[src/rtl/rv32_mem_arbiter.sv]
// Shares the single-port program/data RAM between the rv32 core and a host port.
// The host steals a cycle in RUN (core stalls one GAP cycle) or owns the RAM outright in HALT.
module rv32_mem_arbiter #(
  parameter int ADDR_WIDTH = 16
) (
  input  logic                  clk,
  input  logic                  reset_n,
  input  logic                  core_wr_en,
  input  logic [3:0]            core_wr_strobe,
  input  logic [ADDR_WIDTH-1:0] core_addr,
  input  logic [31:0]           core_wdata,
  output logic [31:0]           core_rdata,
  output logic                  core_stall,
  input  logic                  host_valid,
  output logic                  host_ready,
  input  logic                  host_we,
  input  logic [3:0]            host_strobe,
  input  logic [ADDR_WIDTH-1:0] host_addr,
  input  logic [31:0]           host_wdata,
  output logic                  host_rvalid,
  output logic [31:0]           host_rdata,
  input  logic                  halt_req,
  output logic                  halt_ack,
  output logic                  ram_wr_en,
  output logic [3:0]            ram_wr_strobe,
  output logic [ADDR_WIDTH-1:0] ram_addr,
  output logic [31:0]           ram_data_in,
  input  logic [31:0]           ram_data_out
);

  typedef enum logic [1:0] {RUN, GAP, HALT} state_t;

  state_t state_q, state_d;
  logic   host_rvalid_q, host_rvalid_d;
  logic   host_sel;

  // A core write in RUN always wins over the host so it is never dropped.
  always_comb begin
    host_ready = 1'b0;
    if (reset_n) begin
      case (state_q)
        RUN:     host_ready = host_valid & ~core_wr_en;
        HALT:    host_ready = host_valid;
        default: host_ready = 1'b0;
      endcase
    end
  end

  assign host_sel = reset_n & (host_ready | (state_q == HALT));

  always_comb begin
    if (host_sel) begin
      ram_wr_en     = host_ready & host_we;
      ram_wr_strobe = host_strobe;
      ram_addr      = host_addr;
      ram_data_in   = host_wdata;
    end else begin
      ram_wr_en     = reset_n & core_wr_en & (state_q != HALT);
      ram_wr_strobe = core_wr_strobe;
      ram_addr      = core_addr;
      ram_data_in   = core_wdata;
    end
  end

  // Halt entry outranks the GAP transition; a host grant that same cycle still happens.
  always_comb begin
    state_d = state_q;
    case (state_q)
      RUN: begin
        if (halt_req & ~core_wr_en) state_d = HALT;
        else if (host_ready)        state_d = GAP;
      end
      GAP:     state_d = RUN;
      HALT:    if (!halt_req) state_d = GAP;
      default: state_d = RUN;
    endcase
  end

  assign host_rvalid_d = host_ready & ~host_we;

  always_ff @(posedge clk) begin
    if (!reset_n) begin
      state_q       <= RUN;
      host_rvalid_q <= 1'b0;
    end else begin
      state_q       <= state_d;
      host_rvalid_q <= host_rvalid_d;
    end
  end

  assign core_stall  = (state_q != RUN);
  assign halt_ack    = (state_q == HALT);
  assign host_rvalid = host_rvalid_q;
  assign core_rdata  = ram_data_out;
  assign host_rdata  = ram_data_out;

endmodule

[config.mk]
export PLATFORM = sky130hd
export DESIGN_NAME = rv32_mem_arbiter
export DESIGN_NICKNAME = d
export VERILOG_FILES = /design/src/rtl/rv32_mem_arbiter.sv
export SDC_FILE = /design/constraint.sdc
export NUM_CORES = 1
export LEC_CHECK = 0
export BUFFER_PORTS_ARGS = -buffer_cell sky130_fd_sc_hd__buf_2
export CAP_MARGIN = 30
export CORE_AREA = 3 3 100 102
export DETAILED_ROUTE_END_ITERATION = 12
export DIE_AREA = 0 0 103 105
export PLACE_DENSITY = 0.61
export SYNTH_ARGS = -nofsm -noshare
export SYNTH_HDL_FRONTEND = slang
export SYNTH_SLANG_ARGS = --single-unit
[constraint.sdc]
create_clock -name clk -period 1.4 [get_ports clk]
set_input_delay 0.14 -clock clk [delete_from_list [all_inputs] [get_ports clk]]
set_output_delay 0.14 -clock clk [all_outputs]
set_load 0.005 [all_outputs]
==> results.ini, run 1 <==
[run_status]
result_of_the_run = finished with violations
violations = negative setup slack

[drt]
detail_route.first_pass.iterations = 4
wire_length_per_cell_after_detailed_routing_um = 14.9
vias = 1366
totalWireLength_um = 5430
vias_per_cell = 3.75
detail_route.iter0.violations = 28
antenna_violating_nets_post_route = 0
drt_drc_violations_left = 0

[clock_network]
clkTransAtPathRegs_ns = 0.03
clock_sink_count = 3
holdBufCountCts = 0
cts_max_level = 1
tritoncts_clock_tree = done
clk-insertion-delay-late_ns = 0.22
cts_buffer_depth = 2
post_cts_buffers = 0
tritoncts.num_buffers = 3
clock-root-buffer = clkbuf_8

[synth]
synth_seq_area_share = 0.0411
synthAdderAreaFrac = 0
synth_edf_count = 0
ys_ff_latch = 3
post_syn_nets = 281
synth-xor-area-share = 0
synth.cell_area_um2 = 1460
synth_top_family_by_area = multiplexers
synth.top_cell.area_share = 0.503
synth_simple_gate_area_frac = 0.0377
postSynth.asyncResetShare = 0
synth_compound_gate_area_share = 0.0171
syn-instance-count = 139
synthMuxAreaShare = 0.527
yosysMostFrequentCell = buf_4
synth_cell_type_count = 16
synthTopCellsByCount = buf_4 (64), mux2_4 (49), buf_6 (6)
dominant_cells_by_area_after_synthesis = mux2_4 (50%), buf_4 (33%), buf_6 (4.6%), dfxtp_1 (4.1%), mux2_2 (2.3%)
synth.largest_area_cell = mux2_4
predominant_post_synthesis_flop_cell = dfxtp_1
ys.warnings.count = 0
synth_area_per_cell_um2 = 10.5

[place]
post-dp-hpwl_um = 4380
post_detailed_placement_cell_area_um2 = 2010
dp_cells = 358
numPortBuffers = 166
finalWeightedCongestion = 0.726

[timing]
final-max-slew-violation-count = 0
final_min_period_over_clock_period = 1.19
final_critical_path_setup_slack_ns = -0.268
max_freq_mhz = 599
tightest_slew_ns = 0.224
finalClockSkew_ns = 0.00114
finalHoldViolCount = 0
grt_setup_unrepaired = yes
timing.final.setup_violations = 52
hold_ws_ns = 0.0760
min_period_ns = 1.67
worst_max_slew_margin_expressed_relative_to_the_limit = 0.850

[worst_setup_path]
setup.worst_path.end_class = primary output
startpoint_class_of_the_critical_path = flip-flop
path_class = reg -> out
timing.reg2reg.worst_path_depth = 4
critical_path_peak_fanout = 12
cp_data_arrival_time_ns = 1.53
worst_ep_required_time_ns = 1.26

[cells_and_area]
drive_gt1_frac = 0.949
n_antenna_cell = 0
layout.cell_area.non_filler_um2 = 2350
post_layout_nonfiller_instances = 364
area.sequential_um2 = 61.3
fillers = 973
final_nets = 396
fin_util = 0.256
area.growth.synth_to_final_pct = 61.0
multi_input_combinational_cell_area_um2 = 873

[floorplanning]
boundaryPins = 263
starting_density_of_the_core = 0.159
coreArea_um2 = 9200
die_y_extent_um = 105
die_w_um = 103
design.die.area_um2 = 10800
core.rowCount = 35

[worst_hold_path]
holdCritPathClass = in -> reg
min_delay_path_depth = 2

[grt]
via_count_of_the_first_global_routing_pass = 1399
groute.usage.overall = 0.0852
grt_max_degree = 13
met1_usage = 0.0814
grt_busiest_layer = met2
gr-usage-met3 = 0.0360
grt-ovfl-total = 0
grtUsageMet2 = 0.161
grt_antenna_before_repair = 0
grt_first_pass_wirelength_um = 7090

[power]
power.net_switching_w = 0.000311
pwr_density_cell_nw_per_um2 = 479
pwr-share-comb = 0.693
seq_power_share = 0.081
p_leak_nw = 1.38
ir_drop_uv = 290
internal_power_w = 0.000816
share_clk_of_total_power = 0.226
netSwitchingFraction = 0.276

[run]
cap_viol_max_count = 0

## state kept, by name, indices dropped and copies added, names as in the netlist
name / cells
state_q: 2
host_rvalid: 1
## logic make-up (layout without fill, tap and decap cells)
family / count (synthesis) / in the layout
flip-flops: 3 / 3
buffers and inverters: 71 / 184
multiplexers: 52 / 52
AND/OR/NAND/NOR: 9 / 9
AO/OA/AOI/OAI: 4 / 5
## worst max-delay path, stage by stage (launching register included)
cell      delay, ns
dfxtp_2        0.30
nand2b_4       0.14
a21o_4         0.24
buf_16         0.18
mux2_4         0.31
buf_6          0.12
## metrics by stage
step / power (W) / TNS (ns) / setup WS, ns
global route: 0.00120 / -14.44 / -0.313
CTS: 0.00112 / -12.54 / -0.271
detailed placement: 0.000725 / -1.87 / -0.0718
floorplan: 0.000548 / 0 / 0.0779
finish: 0.00113 / -12.21 / -0.268
global placement: 0.000717 / -1.57 / -0.0618
## routing by layer
layer / routed length (um) / vias up / share of wire
li1: - / 633 / -
met3: 748 / 9 / 0.14
met5: 0 / - / 0
met2: 2800 / 123 / 0.52
met4: 70 / 0 / 0.013
met1: 1800 / 601 / 0.33
## layout make-up
| cell class | instances | area share |
|---|---|---|
| clock buffers | 4 | 0.0191 |
| inverters | 1 | 0.00159 |
| multi-input cells | 66 | 0.371 |
| flip-flops and latches | 3 | 0.0260 |
| well taps | 111 | 0.0590 |
| repair buffers | 179 | 0.523 |
## cell usage in the layout, fill, tap and decap left out
master and count:
buf_2 126, mux2_4 49, buf_6 42, buf_4 8, mux2_2 3, clkbuf_8 3
and2_1 2, nor2_1 2, dfxtp_1 2, buf_12 2, or2_2 1, inv_2 1
nand2b_4 1, a21oi_1 1, nand2b_1 1, a21o_4 1, o21ai_0 1, nand3b_1 1
a21boi_0 1, and3b_1 1, clkbuf_1 1, buf_16 1, a21o_2 1, dfxtp_2 1
## what timing repair did
item / in CTS / in global routing
gates cloned: 2 / 0
resized for setup: 37 / 11
setup endpoints to repair: 52 / 53
pin swaps: 0 / 1
## final timing paths
check              from  slack [ns]              to
min            halt_req        0.08      state_q[0]
min reg2reg  state_q[0]        0.71      state_q[1]
max reg2reg  state_q[0]        0.39      state_q[0]
max          state_q[0]       -0.27  ram_data_in[4]
## power groups by stage
stage / clock (W) / sequential, W / combinational, W
floorplan: 0 / 0.0000923 / 0.000456
global placement: 0 / 0.0000921 / 0.000625
detailed placement: 0 / 0.0000922 / 0.000632
CTS: 0.000262 / 0.0000912 / 0.000765
global route: 0.000271 / 0.0000919 / 0.000839
finish: 0.000254 / 0.0000916 / 0.000781
No activity file was read; power rests on OpenSTA's default activity.
==> run 2, diff against run 1 <==
clock period = 1.7 ns   (was 1.4 ns; I/O delays follow)
==> results.ini, run 2 (synthesized netlist as in run 1, its figures left out) <==
[power]
ir_drop_uv = 268  ; -7.7%
p_leak_nw = 1.42  ; +2.3%
totalPowerFinal_w = 0.000936  ; -17%
pwr_density_cell_nw_per_um2 = 389  ; -19%

[cells_and_area]
drive_gt1_frac = 0.944  ; -0.00439
largest_register = state_q
mostFrequentLayoutCell = buf_2
layout_common_cells = buf_2 (127), mux2_4 (50), buf_6 (42)
largest_register_ff_count = 2  ; unchanged
area.growth.synth_to_final_pct = 64.5
final_nets = 394  ; -0.51%
layout.cell_area.non_filler_um2 = 2400  ; +2.1%
n_antenna_cell = 0  ; unchanged

[timing]
grt_setup_unrepaired = yes
min_period_ns = 1.75
timing.final.setup_violations = 46  ; -12%
finalClockSkew_ns = 0.000946  ; -0.000196 ns
max_freq_mhz = 572
final_min_period_over_clock_period = 1.03
worst_max_slew_margin_expressed_relative_to_the_limit = 0.853  ; +0.00289
final_critical_path_setup_slack_ns = -0.0485  ; +0.220 ns
final-max-slew-violation-count = 0  ; unchanged
tightest_slew_ns = 0.220  ; -0.00434 ns
finalHoldViolCount = 0  ; unchanged

[floorplanning]
core.rowCount = 35  ; unchanged
design.die.area_um2 = 10800  ; unchanged
die_w_um = 103  ; unchanged
boundaryPins = 263  ; unchanged
die_y_extent_um = 105  ; unchanged
starting_density_of_the_core = 0.159  ; unchanged
coreArea_um2 = 9200  ; unchanged

[clock_network]
tritoncts.num_buffers = 3  ; unchanged
clock-root-buffer = clkbuf_8
holdBufCountCts = 0  ; unchanged
clk-insertion-delay-late_ns = 0.21  ; about the same
tritoncts_clock_tree = done
clkTransAtPathRegs_ns = 0.03  ; about the same
cts_max_level = 1  ; unchanged
clock_sink_count = 3  ; unchanged
cts_buffer_depth = 2  ; unchanged

[place]
post_detailed_placement_cell_area_um2 = 1950  ; -3.0%
post-dp-hpwl_um = 4320  ; -1.4%
finalWeightedCongestion = 0.753  ; +3.7%
numPortBuffers = 166  ; unchanged

[grt]
via_count_of_the_first_global_routing_pass = 1406  ; +0.50%
grt_first_pass_wirelength_um = 7230  ; +1.9%
grt-ovfl-total = 0  ; unchanged
grt_antenna_before_repair = 0  ; unchanged
groute.usage.overall = 0.0856  ; +0.000391
grt_max_degree = 14  ; +1

[worst_setup_path]
worst_ep_required_time_ns = 1.53  ; +0.27 ns
path_class = reg -> out
setup.worst_path.end_class = primary output
critical_path_peak_fanout = 13  ; +1
startpoint_class_of_the_critical_path = flip-flop
cp_data_arrival_time_ns = 1.58  ; +0.05 ns

[drt]
vias_per_cell = 3.73  ; -0.48%
drt_drc_violations_left = 0  ; unchanged
wire_length_per_cell_after_detailed_routing_um = 15.0  ; +0.46%
detail_route.iter0.violations = 28  ; unchanged
antenna_violating_nets_post_route = 0  ; unchanged
totalWireLength_um = 5420  ; about the same
vias = 1352  ; -1.0%
detail_route.first_pass.iterations = 4  ; unchanged

[run_status]
result_of_the_run = finished with violations
violations = negative setup slack

[run]
cap_viol_max_count = 0  ; unchanged

[worst_hold_path]
holdCritPathClass = in -> reg

## run 2: changes by cell type in the layout (fill, tap and decap cells not counted), sizes merged
cell / previous run / this run
a21o: 2 / 1
bufbuf: 0 / 1
buf: 179 / 177
## run 2: metal layers
layer / vias to the layer above / routed length (um) / GRT usage
met4: 0 / 40 / 0.0111
met5: - / 0 / 0
met3: 7 / 658 / 0.0294
met2: 121 / 2780 / 0.161
li1: 631 / - / -
met1: 593 / 1950 / 0.0921
## run 2: final cells by class
type	count	area (um2)
well taps	111	139
multi-input cells	65	868
fillers	973	6790
repair buffers	178	1290
inverters	1	3.75
flip-flops and latches	3	61.3
clock buffers	4	45.0
## run 2: report_power, final
group | internal, W | leakage (nW) | switching (W)
clock | 0.000159 | 0.0228 | 0.0000420
combinational | 0.000456 | 1.37 | 0.000204
sequential | 0.0000740 | 0.0250 | 0.00000112
total | 0.000689 | 1.42 | 0.000247
## run 2: final timing paths
check	from	end	slack (ns)	cells after the start
setup reg to reg	state_q[0]	state_q[0]	0.51	6
hold / removal	halt_req	state_q[0]	0.12	2
hold reg to reg	state_q[0]	state_q[1]	0.68	3
setup / recovery	state_q[0]	ram_data_in[17]	-0.05	5
## run 2: repair_timing
item | CTS | global route
buffers inserted | 5 | 0
endpoints found under the setup margin | 44 | 52
resized for setup | 48 | 4
cloned | 3 | 0
## run 2: critical path, stage by stage, from the launching register on
cell and delay [ns]:
dfxtp_2 0.30, nand2b_4 0.13, a21o_4 0.21, bufbuf_16 0.30
mux2_4 0.30, buf_2 0.12
## run 2: stage by stage
stage	cells	utilization	TNS [ns]	hold WS [ns]	setup slack (ns)
4_1_cts	362	0.259	-2.50	0.118	-0.0650
3_3_place_gp	350	0.212	0	0.340	0.102
3_5_place_dp	350	0.212	0	0.340	0.0582
2_1_floorplan	139	-	0	0.242	0.348
6_report	362	0.261	-1.40	0.118	-0.0485
5_1_grt	362	0.261	-3.61	0.133	-0.0956
